File: src/rtl/syn_stat_counter_if.sv
// syn_stat_counter_if: status/readout bundle between the CPU side (master) and the statistics counter (slave).
// Signals: en, clr, halt, is_jump, is_branch, branched, sel[1:0] toward the counter;
// cnt_data[CNT_BIT-1:0], halted, overflow back from it.
interface syn_stat_counter_if #(parameter int CNT_BIT = 32);
  logic en;
  logic clr;
  logic halt;
  logic is_jump;
  logic is_branch;
  logic branched;
  logic [1:0] sel;
  logic [CNT_BIT-1:0] cnt_data;
  logic halted;
  logic overflow;
  modport master (
    output en, clr, halt, is_jump, is_branch, branched, sel,
    input  cnt_data, halted, overflow
  );
  modport slave (
    input  en, clr, halt, is_jump, is_branch, branched, sel,
    output cnt_data, halted, overflow
  );
endinterface

File: src/rtl/syn_stat_counter.sv
// syn_stat_counter: retired-cycle/jump/branch/taken statistics with halt freeze, registered readout mux and sticky overflow.
// Ports: clk, rst (sync, active-high), bus (syn_stat_counter_if.slave: en, clr, halt, is_jump, is_branch,
// branched, sel in; cnt_data, halted, overflow out). Parameter CNT_BIT (4..32) sets counter and readout width.
// Build option: define STAT_SAT_EN to make counters saturate instead of wrapping.
module syn_stat_counter #(
  parameter int CNT_BIT = 32
) (
  input logic clk,
  input logic rst,
  syn_stat_counter_if.slave bus
);
  localparam logic [0:0] RUN    = 1'b0;
  localparam logic [0:0] HALTED = 1'b1;
  logic [0:0] state;
  logic [CNT_BIT-1:0] cnt [4];
  logic [CNT_BIT-1:0] nxt [4];
  logic [CNT_BIT-1:0] data;
  logic [3:0] inc;
  logic [3:0] full;
  logic ovf;
  logic retire;
  // the halting instruction itself is never counted
  assign retire = state == RUN && bus.en && !bus.halt && !bus.clr;
  // index order matches sel: cycles, jumps, branches, taken
  assign inc = {retire & bus.is_branch & bus.branched, retire & bus.is_branch, retire & bus.is_jump, retire};
  always_comb begin
    full = '0;
    nxt = '{default: '0};
    for (int i = 0; i < 4; i++) begin
      full[i] = &cnt[i];
`ifdef STAT_SAT_EN
      nxt[i] = full[i] ? cnt[i] : cnt[i] + 1'b1;
`else
      nxt[i] = cnt[i] + 1'b1;
`endif
    end
  end
  always_ff @(posedge clk) begin
    if (rst || bus.clr) begin
      state <= RUN;
      data <= '0;
      ovf <= 1'b0;
      for (int i = 0; i < 4; i++) cnt[i] <= '0;
    end else begin
      data <= cnt[bus.sel];
      ovf <= ovf | |(inc & full);
      if (state == RUN && bus.halt) state <= HALTED;
      for (int i = 0; i < 4; i++) if (inc[i]) cnt[i] <= nxt[i];
    end
  end
  assign bus.cnt_data = data;
  assign bus.halted = state == HALTED;
  assign bus.overflow = ovf;
endmodule
File: src/flat_wrapper.sv
// flat-port wrapper written by rule: the top's interface ports become plain ports
module syn_stat_counter_flat 
#(
  parameter int CNT_BIT = 32
)
  (clk, rst, bus_en, bus_clr, bus_halt, bus_is_jump, bus_is_branch, bus_branched, bus_sel, bus_cnt_data, bus_halted, bus_overflow);
  syn_stat_counter_if #(.CNT_BIT(CNT_BIT)) bus_i ();
  input logic clk;
  input logic rst;
  input wire logic [$bits(bus_i.en)-1:0] bus_en;
  input wire logic [$bits(bus_i.clr)-1:0] bus_clr;
  input wire logic [$bits(bus_i.halt)-1:0] bus_halt;
  input wire logic [$bits(bus_i.is_jump)-1:0] bus_is_jump;
  input wire logic [$bits(bus_i.is_branch)-1:0] bus_is_branch;
  input wire logic [$bits(bus_i.branched)-1:0] bus_branched;
  input wire logic [$bits(bus_i.sel)-1:0] bus_sel;
  output wire logic [$bits(bus_i.cnt_data)-1:0] bus_cnt_data;
  output wire logic [$bits(bus_i.halted)-1:0] bus_halted;
  output wire logic [$bits(bus_i.overflow)-1:0] bus_overflow;
  assign bus_i.en = bus_en;
  assign bus_i.clr = bus_clr;
  assign bus_i.halt = bus_halt;
  assign bus_i.is_jump = bus_is_jump;
  assign bus_i.is_branch = bus_is_branch;
  assign bus_i.branched = bus_branched;
  assign bus_i.sel = bus_sel;
  assign bus_cnt_data = bus_i.cnt_data;
  assign bus_halted = bus_i.halted;
  assign bus_overflow = bus_i.overflow;
  syn_stat_counter #(.CNT_BIT(CNT_BIT)) u_core (.clk(clk), .rst(rst), .bus(bus_i));
endmodule
File: config.mk
export PLATFORM = sky130hd
export DESIGN_NAME = syn_stat_counter_flat
export DESIGN_NICKNAME = d
export VERILOG_FILES = /design/src/rtl/syn_stat_counter_if.sv /design/src/rtl/syn_stat_counter.sv /design/src/flat_wrapper.sv
export SDC_FILE = /design/constraint.sdc
export NUM_CORES = 1
export LEC_CHECK = 0
export CAP_MARGIN = 25
export CORE_MARGIN = 1.5
export CORE_UTILIZATION = 40
export CTS_BUF_LIST = sky130_fd_sc_hd__clkbuf_8 sky130_fd_sc_hd__clkbuf_16
export DETAILED_ROUTE_END_ITERATION = 8
export PLACE_DENSITY = 0.68
export SKIP_LAST_GASP = 1
export SYNTH_ARGS = -nofsm -noshare
export SYNTH_HDL_FRONTEND = slang
export SYNTH_SLANG_ARGS = --single-unit
export TNS_END_PERCENT = 30
File: constraint.sdc
create_clock -name clk -period 2.63 [get_ports clk]
set_input_delay 0.3945 -clock clk [delete_from_list [all_inputs] [get_ports clk]]
set_output_delay 0.3945 -clock clk [all_outputs]
set_load 0.02 [all_outputs]
==> qor.txt, run 1 <==
Tot GR Track Use = 18.3%
setup bufs post-CTS = 0
commonest non-fill, non-tap cell in the layout = edfxtp_1
most frequent cells in the layout = edfxtp_1, nor2_1, xor2_1
CP required = 2.80 ns
Syn Inst Count = 763
IO Port Bufs = 43
Crit Reg-Reg Startpoint = u_core.cnt[3][2]
RR Endpoint = u_core.cnt[3][25]
mapped cell area = 8580 um^2
Register-to-Register Path Depth = 6
complex-gate fraction of the synthesized area = 1.43%
fin area = 10000 um^2
GPL Wtd Cong = 0.832
post-DP HPWL = 13900 um
DRC errors left = 0
Final Total Pwr = 5.68 mW
synth warn = 0
Unique masters post-synth = 35
worst skew pair latency = 0.43 ns
crit path from = u_core.cnt[3][2]
setup_tns = 0 ns
Slew HR = 67.8%
CP Capture Type = flip-flop
clk root buf = clkbuf_16
Period Utilization, post-route = 85.1%
worst path arrival time = 2.41 ns
DP Worst Slack = 0.318 ns
Final Hold Viols = 0
Syn Area/Cell = 11.2 um^2
Hold Crit Class = flip-flop to flip-flop
critical path's largest stage delay = 0.46 ns
VDD IR-drop max = 0.228 mV
Final setup viols = 0
final max-slew violation count = 0
die area = 22300 um^2
post_cts resized = 0
#FFs+latches synth = 162
Leak = 3.36 nW
Seq/Total Area, Yosys = 52.7%
TritonCTS clock tree = built
layout cell share with drive strength beyond 1 = 11.7%
vias in the first global route = 5534
multiplexer area fraction after synthesis = 8.40%
CP Buf/Inv Count = 1
Bufs on Longest Clock Path = 2
DR vias/cell = 5.46
post-route minimum period = 2.24 ns
Hold Buf Count CTS = 0
crit-path cells = and4_1 -> nand4_1 -> buf_4 -> nor4_1 -> xnor2_1 -> nor2_1
status = complete, no violations
Die H = 149 um
Post-Synth Adder-Cell Area = 0.583%
xor-xnor portion of the synthesized cell area = 11.2%
DR iter-0 viols = 572
setup slack after layout = 0.392 ns
Ports = 44
Slowest-stage cell, CP = edfxtp_1
H-tree Lvls = 4
TritonCTS buffer count = 17
Peak Freq = 0.447 GHz
WL per Instance = 17.8 um
PwrDens = 568 nW/um^2
first-pass GRT wire length = 30700 um
Worst-path clk slew = 0.06 ns
ANT cells = 0
core area = 21000 um^2
via count = 6027
max cap viols = 0
pin count of the biggest net entering global routing = 33
Post-Synth Simple-Gate Area = 23.6%
row cnt = 53
Clock Skews = 0.00865 ns
CP Class = flip-flop to flip-flop
initial antenna violation count = 0
TritonRoute pass-1 iters = 5
CP startpoint kind = flip-flop
post-route ant nets = 0
Die W = 149 um
CP delay by family, top = simple AND/OR/NAND/NOR gates
Starting Density = 40.8%
grt total ovfl = 0
cell area after placement = 9460 um^2
crit-path max FO = 10
Post-Route WL = 19600 um
syn_nets = 777
Worst Setup EP = u_core.cnt[3][25]
clock sinks = 162
largest family of logic cells by synthesized area = simple AND/OR/NAND/NOR gates
RSZ-0062 raised after global routing = false
final-stage net count = 829
Worst-Margin Slew = 0.482 ns
WP depth = 6
R2R Setup Slk = 0.39 ns
Area growth syn-to-layout = 16.5%
[synth_stat cells]
master | number | area [um^2]
nand4_4 | 1 | 21.3
nor3b_1 | 2 | 15.0
ha_1 | 4 | 50.1
nor2_1 | 127 | 477
a31oi_1 | 2 | 12.5
inv_1 | 11 | 41.3
edfxtp_1 | 128 | 3840
or3b_2 | 1 | 8.76
nor3_1 | 17 | 85.1
mux4_2 | 32 | 721
or3_1 | 13 | 81.3
buf_2 | 7 | 35.0
and3_1 | 26 | 163
o32a_1 | 1 | 10.0
nand2_1 | 42 | 158
nand4b_1 | 1 | 8.76
nand4_1 | 28 | 175
or2_2 | 4 | 25.0
and3b_1 | 1 | 8.76
nand3_1 | 50 | 250
xor2_1 | 60 | 526
a21oi_1 | 10 | 50.1
xnor2_1 | 50 | 438
and4_4 | 1 | 11.3
nand4_2 | 1 | 12.5
and2_0 | 1 | 6.26
nor4_1 | 16 | 100
and2_1 | 37 | 231
buf_1 | 1 | 3.75
and4_1 | 14 | 123
o21ai_0 | 10 | 50.1
nor4b_1 | 2 | 17.5
dfxtp_1 | 34 | 681
nor4_4 | 2 | 42.5
clkbuf_1 | 26 | 97.6
[routing by layer]
metal	track usage, %	share of wire, %	up-vias
met5	0	0	-
met4	5.89	1.6	0
met3	4.21	7.2	21
met2	27.9	47	191
met1	25.9	45	2937
li1	-	-	2878
[logic make-up after synthesis]
logic type,after synthesis
adders and majority gates,4
buffers and inverters,45
xor gates and xnor gates,110
AOI/OAI and AO/OA,23
muxes,32
DFF,162
and+or+nand+nor,387
[registers in the layout (all words and copies together), names as in the netlist]
| name | cells |
|---|---|
| u_core.cnt | 128 |
| u_core.bus.halted | 1 |
| u_core.bus.overflow | 1 |
| u_core.bus.cnt_data | 32 |
[area by class of cell]
type	instances	area [um^2]
multi-input cells	556	3880
repair buffers	67	668
fillers	1899	11000
flip-flops and latches	162	4520
well taps	275	344
clock inverters	12	61.3
clock buffers	20	478
inverters	11	41.3
[worst min path at each step]
| stage | from | slack [ns] | to | cells past startpoint |
|---|---|---|---|---|
| finish | u_core.bus.halted | 0.52 | u_core.bus.halted | 2 |
| global route | u_core.bus.halted | 0.57 | u_core.bus.halted | 2 |
| CTS | u_core.bus.halted | 0.53 | u_core.bus.halted | 2 |
| detailed placement | u_core.bus.halted | 0.52 | u_core.bus.halted | 2 |
| global placement | u_core.bus.halted | 0.53 | u_core.bus.halted | 2 |
| floorplan | bus_halt | 0.51 | u_core.bus.halted | 2 |
[where the power goes]
part	internal (mW)	switching (mW)	total, mW
logic	0.189	0.179	0.368
registers	2.88	0.153	3.03
clock network	1.29	0.990	2.29
total	4.36	1.32	5.68
[worst reg2reg max path, stage by stage (launching register included)]
cell and delay [ns]:
edfxtp_1 0.46, and4_1 0.30, nand4_1 0.42, buf_4 0.33
nor4_1 0.25, xnor2_1 0.17, nor2_1 0.05
[stage by stage]
step | std cells | utilization, % | hold WS (ns)
after floorplan | 763 | - | 0.510
after global placement | 1071 | 45.0 | 0.531
after detailed placement | 1071 | 45.0 | 0.519
after CTS | 1103 | 47.6 | 0.530
after global routing | 1103 | 47.6 | 0.571
final | 1103 | 47.6 | 0.524
Note: power is estimated with default switching activity, not from simulation.
==> run 2: changes to the inputs <==
--- a/config.mk
+++ b/config.mk
@@ -5,7 +5,7 @@
 export SDC_FILE = /design/constraint.sdc
 export NUM_CORES = 1
 export LEC_CHECK = 0
-export CAP_MARGIN = 25
+export CAP_MARGIN = 30
 export CORE_MARGIN = 1.5
 export CORE_UTILIZATION = 40
 export CTS_BUF_LIST = sky130_fd_sc_hd__clkbuf_8 sky130_fd_sc_hd__clkbuf_16
==> results of run 2 <==
Same layout as run 1: the final DEF is identical, and so are final timing and power.
==> run 3: changes to the inputs <==
--- a/config.mk
+++ b/config.mk
@@ -6,11 +6,13 @@
 export NUM_CORES = 1
 export LEC_CHECK = 0
 export CAP_MARGIN = 30
+export CELL_PAD_IN_SITES_DETAIL_PLACEMENT = 0
+export CELL_PAD_IN_SITES_GLOBAL_PLACEMENT = 1
 export CORE_MARGIN = 1.5
 export CORE_UTILIZATION = 40
 export CTS_BUF_LIST = sky130_fd_sc_hd__clkbuf_8 sky130_fd_sc_hd__clkbuf_16
 export DETAILED_ROUTE_END_ITERATION = 8
-export PLACE_DENSITY = 0.68
+export PLACE_DENSITY = 0.79
 export SKIP_LAST_GASP = 1
 export SYNTH_ARGS = -nofsm -noshare
 export SYNTH_HDL_FRONTEND = slang
==> run 3 against run 2 <==
  * Sequential cell count unchanged
  * First-iteration DRC count down 6.5%
  * Power up 3.1%
  * Sequential share of layout area down 0.24 points
  * Maximum frequency up 3.4%
  * Clock skew up 0.0046 ns
  * Register-to-register slack better by 0.07 ns
  * Core utilization up 0.26 points
==> qor.txt, run 3 (synthesis gave the netlist of run 1 again) <==
grt total ovfl = 0 (unchanged)
worst skew pair latency = 0.43 ns (about the same)
setup bufs post-CTS = 0 (unchanged)
row cnt = 53 (unchanged)
Clock Skews = 0.0133 ns (+0.00464 ns)
post-route ant nets = 0 (unchanged)
post-route minimum period = 2.16 ns (-0.0745 ns)
layout cell share with drive strength beyond 1 = 11.7% (-0.014 points)
Slowest-stage cell, CP = edfxtp_1
Reg power frac = 51.7% (-1.6 points)
Die W = 149 um (unchanged)
commonest non-fill, non-tap cell in the layout = edfxtp_1
Final setup viols = 0 (unchanged)
Post-Route WL = 19900 um (+1.2%)
Tot GR Track Use = 19.1% (+0.78 points)
DR iter-0 viols = 535 (-6.5%)
Hold Crit Class = flip-flop to flip-flop
Bufs on Longest Clock Path = 2 (unchanged)
Hold Buf Count CTS = 0 (unchanged)
Ports = 44 (unchanged)
post-DP HPWL = 14100 um (+1.4%)
worst path arrival time = 2.34 ns (-0.07 ns)
Die H = 149 um (unchanged)
max cap viols = 0 (unchanged)
IO Port Bufs = 43 (unchanged)
vias in the first global route = 5649 (+2.1%)
DRC errors left = 0 (unchanged)
final max-slew violation count = 0 (unchanged)
Crit Reg-Reg Startpoint = u_core.cnt[2][0]
Final Hold Viols = 0 (unchanged)
initial antenna violation count = 0 (unchanged)
Cell Int Power = 4.52 mW (+3.6%)
CP required = 2.80 ns (about the same)
clock sinks = 162 (unchanged)
TritonCTS buffer count = 17 (unchanged)
core area = 21000 um^2 (unchanged)
Switching Share = 22.9% (-0.35 points)
Worst-Margin Slew = 0.499 ns (+0.0177 ns)
CP Capture Type = flip-flop
critical path's largest stage delay = 0.44 ns (-0.02 ns)
first-pass GRT wire length = 32200 um (+5.1%)
Slew HR = 66.6% (-1.2 points)
ANT cells = 0 (unchanged)
crit-path cells = ha_1 -> and4_1 -> nand4_1 -> buf_4 -> nor3_1 -> xnor2_1 -> nor2_1
WL per Instance = 18.0 um (+1.1%)
die area = 22300 um^2 (unchanged)
via count = 5971 (-0.93%)
RSZ-0062 raised after global routing = false
most frequent cells in the layout = edfxtp_1, nor2_1, xor2_1
hold_ws = 0.539 ns (+0.0145 ns)
DR vias/cell = 5.41 (-1.0%)
share of total power in combinational logic = 6.3% (-0.2 points)
TritonCTS clock tree = built
Peak Freq = 0.462 GHz (+3.4%)
final-stage net count = 830 (+0.12%)
setup_tns = 0 ns (unchanged)
Largest register FFs = 128 (unchanged)
post_cts resized = 0 (unchanged)
CP startpoint kind = flip-flop
CP delay by family, top = simple AND/OR/NAND/NOR gates
Leak = 3.38 nW (+0.66%)
clk root buf = clkbuf_16
crit path from = u_core.cnt[2][0]
GPL Wtd Cong = 0.828 (-0.47%)
status = complete, no violations
most flop-heavy register = u_core.cnt
PwrDens = 583 nW/um^2 (+2.6%)
CP Buf/Inv Count = 1 (unchanged)
Worst-path clk slew = 0.07 ns (about the same)
pin count of the biggest net entering global routing = 33 (unchanged)
Psw = 1.34 mW (+1.6%)
H-tree Lvls = 4 (unchanged)
hold path startpoint = u_core.bus.halted
Area growth syn-to-layout = 17.2%
Starting Density = 40.8% (unchanged)
crit-path max FO = 8 (-2)
Period Utilization, post-route = 82.3% (-2.8 points)
share of power burned in the clock network = 42.1% (+1.9 points)
TritonRoute pass-1 iters = 4 (-1)
VDD IR-drop max = 0.270 mV (+19%)
CP Class = flip-flop to flip-flop
run 3: worst paths after layout:
check / endpoint / slack [ns] / cells after the start
worst max-delay path: u_core.cnt[2][14] / 0.47 / 7
worst min-delay path: u_core.bus.halted / 0.54 / 2
worst max register to register: u_core.cnt[2][14] / 0.47 / 7
worst min register to register: u_core.bus.halted / 0.54 / 2
run 3: area by class of cell:
| cell class | count | area, um^2 |
|---|---|---|
| fillers | 1887 | 11000 |
| flip-flops and latches | 162 | 4520 |
| multi-input cells | 556 | 3880 |
| repair buffers | 68 | 676 |
| clock buffers | 22 | 505 |
| well taps | 275 | 344 |
| clock inverters | 10 | 80.1 |
| inverters | 11 | 41.3 |
run 3: stage by stage:
step | setup slack, ns | std cells | area [um^2] | util (%) | power [mW]
3_5_place_dp | 0.291 | 1072 | 9470 | 45.0 | 3.45
6_report | 0.467 | 1104 | 10100 | 47.8 | 5.86
3_3_place_gp | 0.332 | 1072 | 9470 | 45.0 | 3.44
4_1_cts | 0.451 | 1104 | 10100 | 47.8 | 5.90
2_1_floorplan | 0.393 | 763 | 8580 | - | 3.27
5_1_grt | 0.262 | 1104 | 10100 | 47.8 | 6.04
run 3: per-layer routing:
layer | routed length, um | up-vias | track usage (%)
met2 | 9010 | 155 | 28.5
met1 | 9410 | 2917 | 27.8
met3 | 1200 | 17 | 4.39
met5 | 0 | - | 0
met4 | 247 | 0 | 5.30
li1 | - | 2882 | -
run 3: tightest hold or removal path: stages, from the launching register on:
cell and delay (ns):
dfxtp_1 0.34, nor2_1 0.12, nor2_1 0.04
run 3: power by group through the flow:
stage	clock (mW)	combinational (mW)	sequential, mW
2_1_floorplan	0	0.229	3.04
3_3_place_gp	0	0.370	3.07
3_5_place_dp	0	0.371	3.08
4_1_cts	2.50	0.373	3.02
5_1_grt	2.60	0.401	3.04
6_report	2.47	0.367	3.03
